==> src/rtl/riscv_pkg.sv <==
// Shared RV32M definitions: datapath width, M-extension funct3 codes and the
// multiply/divide FSM state encoding.
package riscv_pkg;

  localparam int DATA_WIDTH = 32;

  localparam logic [2:0] F3_MUL    = 3'b000;
  localparam logic [2:0] F3_MULH   = 3'b001;
  localparam logic [2:0] F3_MULHSU = 3'b010;
  localparam logic [2:0] F3_MULHU  = 3'b011;
  localparam logic [2:0] F3_DIV    = 3'b100;
  localparam logic [2:0] F3_DIVU   = 3'b101;
  localparam logic [2:0] F3_REM    = 3'b110;
  localparam logic [2:0] F3_REMU   = 3'b111;

  typedef enum logic [1:0] {
    ST_IDLE = 2'd0,
    ST_MUL  = 2'd1,
    ST_DIV  = 2'd2,
    ST_DONE = 2'd3
  } md_state_e;

endpackage

==> src/rtl/ie_div_step.sv <==
// One restoring division step: shift the next dividend bit into the partial
// remainder, subtract the divisor if it fits, and shift in the quotient bit.
module ie_div_step #(
  parameter int W = 32
) (
  input  logic [W-1:0] rem_i,
  input  logic [W-1:0] quo_i,
  input  logic [W-1:0] divisor_i,
  output logic [W-1:0] rem_o,
  output logic [W-1:0] quo_o
);

  logic [W:0] shifted;
  logic [W:0] diff;

  // rem_i < divisor_i always holds, so diff's top bit is a clean borrow flag.
  assign shifted = {rem_i, quo_i[W-1]};
  assign diff    = shifted - {1'b0, divisor_i};

  always_comb begin
    if (!diff[W]) begin
      rem_o = diff[W-1:0];
      quo_o = {quo_i[W-2:0], 1'b1};
    end else begin
      rem_o = shifted[W-1:0];
      quo_o = {quo_i[W-2:0], 1'b0};
    end
  end

endmodule

==> src/rtl/ie_muldiv_unit.sv <==
// Execute-stage RV32M unit: single-cycle registered multiply and a radix-2
// restoring divider, stalling the pipeline through o_Busy while it works.
module ie_muldiv_unit #(
  parameter int DATA_WIDTH = riscv_pkg::DATA_WIDTH,
  parameter int DIV_STEPS  = DATA_WIDTH
) (
  input  logic                  clk,
  input  logic                  rst,
  input  logic                  i_Start_E,
  input  logic [2:0]            i_Funct3_E,
  input  logic [DATA_WIDTH-1:0] i_SrcA_E,
  input  logic [DATA_WIDTH-1:0] i_SrcB_E,
  input  logic                  i_Flush,
  output logic                  o_Busy,
  output logic                  o_Done,
  output logic [DATA_WIDTH-1:0] o_Result_E
);
  import riscv_pkg::*;

  localparam int W     = DATA_WIDTH;
  localparam int CNT_W = $clog2(DIV_STEPS);

  md_state_e      state_q, state_d;
  logic [W-1:0]   op_a_q, op_a_d, op_b_q, op_b_d;
  logic [W-1:0]   rem_q, rem_d, quo_q, quo_d;
  logic [W-1:0]   result_q, result_d;
  logic [2:0]     funct3_q, funct3_d;
  logic [CNT_W-1:0] cnt_q, cnt_d;

  logic           div_signed, start_signed, a_signed, b_signed, pick_quo;
  logic [W-1:0]   divisor_mag, start_a_mag;
  logic [W-1:0]   step_rem, step_quo, q_fix, r_fix, div_result;
  logic [2*W-1:0] a_ext, b_ext, product;

  assign div_signed   = (funct3_q == F3_DIV) || (funct3_q == F3_REM);
  assign start_signed = (i_Funct3_E == F3_DIV) || (i_Funct3_E == F3_REM);
  assign pick_quo     = (funct3_q == F3_DIV) || (funct3_q == F3_DIVU);
  assign divisor_mag  = (div_signed && op_b_q[W-1]) ? -op_b_q : op_b_q;
  assign start_a_mag  = (start_signed && i_SrcA_E[W-1]) ? -i_SrcA_E : i_SrcA_E;

  ie_div_step #(.W(W)) u_div_step (
    .rem_i     (rem_q),
    .quo_i     (quo_q),
    .divisor_i (divisor_mag),
    .rem_o     (step_rem),
    .quo_o     (step_quo)
  );

  // Sign fix-up; a zero divisor keeps the all-ones quotient un-negated.
  assign q_fix = (div_signed && (op_a_q[W-1] ^ op_b_q[W-1]) && (|op_b_q))
                 ? -step_quo : step_quo;
  assign r_fix = (div_signed && op_a_q[W-1]) ? -step_rem : step_rem;
  assign div_result = pick_quo ? q_fix : r_fix;

  assign a_signed = (funct3_q == F3_MUL) || (funct3_q == F3_MULH) || (funct3_q == F3_MULHSU);
  assign b_signed = (funct3_q == F3_MUL) || (funct3_q == F3_MULH);
  assign a_ext    = a_signed ? {{W{op_a_q[W-1]}}, op_a_q} : {{W{1'b0}}, op_a_q};
  assign b_ext    = b_signed ? {{W{op_b_q[W-1]}}, op_b_q} : {{W{1'b0}}, op_b_q};
  assign product  = a_ext * b_ext;

  always_comb begin
    state_d  = state_q;
    op_a_d   = op_a_q;
    op_b_d   = op_b_q;
    funct3_d = funct3_q;
    rem_d    = rem_q;
    quo_d    = quo_q;
    cnt_d    = cnt_q;
    result_d = result_q;
    unique case (state_q)
      ST_IDLE: begin
        if (i_Start_E) begin
          op_a_d   = i_SrcA_E;
          op_b_d   = i_SrcB_E;
          funct3_d = i_Funct3_E;
          rem_d    = '0;
          quo_d    = start_a_mag;
          cnt_d    = '0;
          state_d  = i_Funct3_E[2] ? ST_DIV : ST_MUL;
        end
      end
      ST_MUL: begin
        result_d = (funct3_q == F3_MUL) ? product[W-1:0] : product[2*W-1:W];
        state_d  = ST_DONE;
      end
      ST_DIV: begin
        rem_d = step_rem;
        quo_d = step_quo;
        cnt_d = cnt_q + 1'b1;
        if (cnt_q == CNT_W'(DIV_STEPS - 1)) begin
          result_d = div_result;
          cnt_d    = '0;
          state_d  = ST_DONE;
        end
      end
      ST_DONE: state_d = ST_IDLE;
      default: state_d = ST_IDLE;
    endcase
    // Flush wins over everything, including a start in the same cycle.
    if (i_Flush) begin
      state_d  = ST_IDLE;
      cnt_d    = '0;
      result_d = result_q;
    end
  end

  always_ff @(posedge clk or posedge rst) begin
    if (rst) begin
      state_q  <= ST_IDLE;
      op_a_q   <= '0;
      op_b_q   <= '0;
      funct3_q <= '0;
      rem_q    <= '0;
      quo_q    <= '0;
      cnt_q    <= '0;
      result_q <= '0;
    end else begin
      state_q  <= state_d;
      op_a_q   <= op_a_d;
      op_b_q   <= op_b_d;
      funct3_q <= funct3_d;
      rem_q    <= rem_d;
      quo_q    <= quo_d;
      cnt_q    <= cnt_d;
      result_q <= result_d;
    end
  end

  assign o_Busy     = !rst && (((state_q == ST_IDLE) && i_Start_E) ||
                               (state_q == ST_MUL) || (state_q == ST_DIV));
  assign o_Done     = (state_q == ST_DONE);
  assign o_Result_E = result_q;

endmodule

==> config.mk <==
export PLATFORM = sky130hd
export DESIGN_NAME = ie_muldiv_unit
export DESIGN_NICKNAME = d
export VERILOG_FILES = /design/src/rtl/riscv_pkg.sv /design/src/rtl/ie_div_step.sv /design/src/rtl/ie_muldiv_unit.sv
export SDC_FILE = /design/constraint.sdc
export NUM_CORES = 2
export LEC_CHECK = 0
export ABC_AREA = 0
export CELL_PAD_IN_SITES_DETAIL_PLACEMENT = 0
export CELL_PAD_IN_SITES_GLOBAL_PLACEMENT = 1
export CORE_MARGIN = 1
export CORE_UTILIZATION = 30
export CTS_CLUSTER_SIZE = 12
export DETAILED_ROUTE_END_ITERATION = 12
export PLACE_DENSITY_LB_ADDON = 0.1
export REMOVE_ABC_BUFFERS = 1
export SKIP_LAST_GASP = 1
export SLEW_MARGIN = 20
export SYNTH_ARGS = -nofsm -noshare
export SYNTH_HDL_FRONTEND = slang
export SYNTH_SLANG_ARGS = --single-unit
==> constraint.sdc <==
create_clock -name clk -period 24.5 [get_ports clk]
set_input_delay 6.125 -clock clk [delete_from_list [all_inputs] [get_ports clk]]
set_output_delay 6.125 -clock clk [all_outputs]
set_load 0.005 [all_outputs]
==> flow_results.org <==
** Flow run
- Maxcap violations :: 0

** Clocking
- Number of buffers inserted during clock tree synthesis :: 17
- The cell sitting at the root of the clock tree is a sky130_fd_sc_hd__clkbuf_16.
- The clock net in this run drives a total of 170 sinks.
- CTS Hold Buffers Added :: 0
- No sink is reached through more buffers than the 2 on the longest clock path.
- Gates resized during post-CTS repair numbered 0.
- Clock latency of the later-clocked register in the worst-skew pair :: 0.50 ns
- After clock tree synthesis, the clock-pin slew on the worst setup and hold paths is 0.08 ns.
- After clock tree synthesis, the setup repair step added 0 buffers.
- CTS built an H-tree with a depth of 4.
- CTS tree :: done

** Placement
- The wire-length estimate of the detail-placed layout is 178000 um.
- Timing analysis after detailed placement gives a worst setup slack of 10.78 ns.
- Placed standard-cell area :: 63700 um2
- RD Place Congestion :: 0.857
- # port buffers :: 104

** GRT
- Maximum number of pins on one net before global-route repair :: 101
- The first global-routing pass estimated 324000 um of wire.
- Total congestion overflow after global routing :: 0
- For this run, the total global-route usage over all layers was measured as 22.0%.
- The initial antenna violation count is 10.
- Vias in the first global route :: 48000

** Synth
- In this run, synthesis produced a sequential element count of 170.
- The share of the Yosys chip area taken by registers is 7.12%.
- Summed over its instances, the top area cell type makes up 47.6% of the synthesized netlist area.
- After synthesis, the cell types taking the most area are sky130_fd_sc_hd__fa_1 (48%), sky130_fd_sc_hd__inv_1 (9.7%), sky130_fd_sc_hd__ha_1 (7.3%).
- The biggest area contributor in the post-synthesis netlist is sky130_fd_sc_hd__fa_1.
- In this run, synthesis inferred 0 flip-flops with an integrated enable.
- The netlist uses 94 different library cells.
- Average size of a mapped cell :: 9.09 um2
- Netlist area before placement :: 59800 um2
- After technology mapping, the gate count stands at 6572.
- Counting flops with an async set or reset pin after synthesis yields a share of 100%.
- For this run, the number of Yosys warnings is 0.
- Top_reg_cell synth :: sky130_fd_sc_hd__dfrtp_1

** Timing
- The total count of max-transition violations in the final report was 0.
- Achievable Freq :: 72.9 MHz
- Post-route worst hold slack :: 0.492 ns
- The final hold violation count was 0.
- For the pin with the worst max-slew slack, the measured transition is 1.07 ns.
- Setup violations remaining at the end of the flow were counted as 0.
- Setup TNS :: 0 ns
- For the final database, setup skew stands at 0.0216 ns.
- In the post-route analysis, the smallest setup slack over all paths is 10.78 ns.
- The worst pin sits at a relative slew slack of 28.3%.
- The smallest clock period supported by the final layout is computed as 13.72 ns.
- Setup repair after global routing left no endpoint under its margin.
- Final Cycle Share :: 56.0%

** Critical path
- Critical path arrival :: 7.59 ns
- At the worst endpoint, the required time is 18.38 ns.
- The worst setup path is launched from an input port.
- STA classifies the critical path endpoint as an output port.
- By startpoint and endpoint, the worst setup path is classified as input port to output port.
- In this run the worst path has a maximum fanout of 25.

** Status
- Result of the run :: completed

** Floorplanning
- In this run the count of I/O pins placed on the die edge is 105.
- The floorplan step defined a core boundary enclosing 198000 um2.
- Overall die height :: 448 um
- Initial core utilization :: 30.2%
- The floorplan step defined a die boundary enclosing 201000 um2.
- The floorplan step set the die width to 448 um.
- Std-Cell Rows :: 163

** Detailed routing
- DRT Wirelength :: 214000 um
- The first detailed-routing pass ran for 5 iterations.
- Post-route ant nets :: 0
- The detailed router placed 43400 vias in this run.
- Vias per cell :: 4.76
- Dividing the detail-routed wire length by the instance count gives 23.4 um.
- The detailed router finished its first iteration with 2321 violations.
- After detailed routing, the number of remaining DRC violations is 0.

** Layout
- Fill cells in the final layout number 20900.
- Relative to the synthesized area, the layout overhead comes to 7.59%.
- For this run, the post-layout net count is 8309.
- Leading cell type in the layout, fill and taps excluded :: sky130_fd_sc_hd__inv_1
- Of the cells placed in the final design, the portion with a size suffix greater than 1 is 4.14%.
- Leaving out fill and tap cells, the most frequent cells in the layout are sky130_fd_sc_hd__inv_1 (1544), sky130_fd_sc_hd__fa_1 (1420), sky130_fd_sc_hd__nand2_1 (904).
- Once layout is done, the placed cells without fillers occupy 64300 um2.

** Hold path
- Worst min-delay path category :: flop to flop
-- kinds of logic (layout without fill, tap and decap cells) --
kind of cell / Yosys count / in the layout / share of synthesized area, %
AOI/OAI and AO/OA: 696 / 696 / 7.31
xor gates and xnor gates: 242 / 242 / 3.55
adders and majority gates: 1773 / 1773 / 55.0
buffers and inverters: 1882 / 1790 / 11.9
DFF: 170 / 170 / 7.12
muxes: 86 / 86 / 1.60
other: 0 / 2 / 0
and+or+nand+nor: 1723 / 1723 / 13.6
-- layer usage --
layer | share of wire, % | routed length (um) | up-vias | GRT usage (%)
li1 | - | - | 19400 | -
met1 | 45 | 96000 | 23200 | 29.9
met4 | 1.9 | 4090 | 0 | 3.99
met3 | 2.9 | 6170 | 115 | 1.40
met5 | 0 | 0 | - | 0
met2 | 50 | 107000 | 698 | 38.8
-- cells in the mapped netlist, types with 22 or more instances --
library cell and n:
sky130_fd_sc_hd__nor4_1 24, sky130_fd_sc_hd__nor2_1 176, sky130_fd_sc_hd__o211ai_1 24, sky130_fd_sc_hd__a211oi_1 22, sky130_fd_sc_hd__nand3_1 35, sky130_fd_sc_hd__fa_1 1420
sky130_fd_sc_hd__a31oi_1 27, sky130_fd_sc_hd__and3_1 27, sky130_fd_sc_hd__and2_1 377, sky130_fd_sc_hd__dfrtp_1 170, sky130_fd_sc_hd__a21o_1 56, sky130_fd_sc_hd__mux2i_1 22
sky130_fd_sc_hd__inv_1 1545, sky130_fd_sc_hd__xnor2_1 155, sky130_fd_sc_hd__nor3_1 42, sky130_fd_sc_hd__buf_1 42, sky130_fd_sc_hd__a21oi_1 197, sky130_fd_sc_hd__nand2_1 906
sky130_fd_sc_hd__mux2_2 62, sky130_fd_sc_hd__nand2b_1 26, sky130_fd_sc_hd__o21ai_0 189, sky130_fd_sc_hd__xor2_1 87, sky130_fd_sc_hd__clkbuf_1 279, sky130_fd_sc_hd__ha_1 351
-- worst paths after layout --
kind	depth (start not counted)	from	slack, ns	end
worst max-delay path	4	i_Start_E	10.78	o_Busy
worst min-delay path	2	op_a_q[0]$_DFFE_PP0P_	0.49	op_a_q[0]$_DFFE_PP0P_
worst min register to register	2	op_a_q[0]$_DFFE_PP0P_	0.49	op_a_q[0]$_DFFE_PP0P_
min in group asynchronous	2	rst	6.19	op_b_q[26]$_DFFE_PP0P_
max in group asynchronous	3	rst	16.96	op_b_q[9]$_DFFE_PP0P_
worst max register to register	29	funct3_q[0]$_DFFE_PP0P_	13.73	o_Result_E[30]$_DFFE_PP0P_
-- final cells by class --
cell class / instances / area [um2] / area share [%]
Clock buffer: 17 / 425 / 0.662
Clock inverter: 15 / 173 / 0.269
Antenna cell: 2 / 5.00 / 0.00778
Timing Repair Buffer: 211 / 1850 / 2.87
Sequential cell: 170 / 4280 / 6.65
Inverter: 1547 / 5820 / 9.05
Multi-Input combinational cell: 4520 / 48400 / 75.3
Tap cell: 2640 / 3300 / 5.14
-- registers in the layout, summed over array words and instances (netlist names) --
signal / cells
rem_q: 32
quo_q: 32
op_b_q: 32
cnt_q: 5
op_a_q: 32
o_Result_E: 32
funct3_q: 3
state_q: 2
-- metrics by stage --
step | utilization [%] | instances
2_1_floorplan | - | 6237
3_3_place_gp | 32.2 | 9088
3_5_place_dp | 32.2 | 9088
4_1_cts | 32.5 | 9120
5_1_grt | 32.5 | 9120
6_report | 32.5 | 9122
-- critical path, stage by stage --
cell                              delay, ns
sky130_fd_sc_hd__clkdlybuf4s50_1       0.51
sky130_fd_sc_hd__nand2_4               0.22
sky130_fd_sc_hd__a21oi_1               0.21
sky130_fd_sc_hd__clkdlybuf4s50_1       0.52
Power is not shown: default switching activity piles up to over one toggle a cycle in this logic, so the estimate is an artifact.
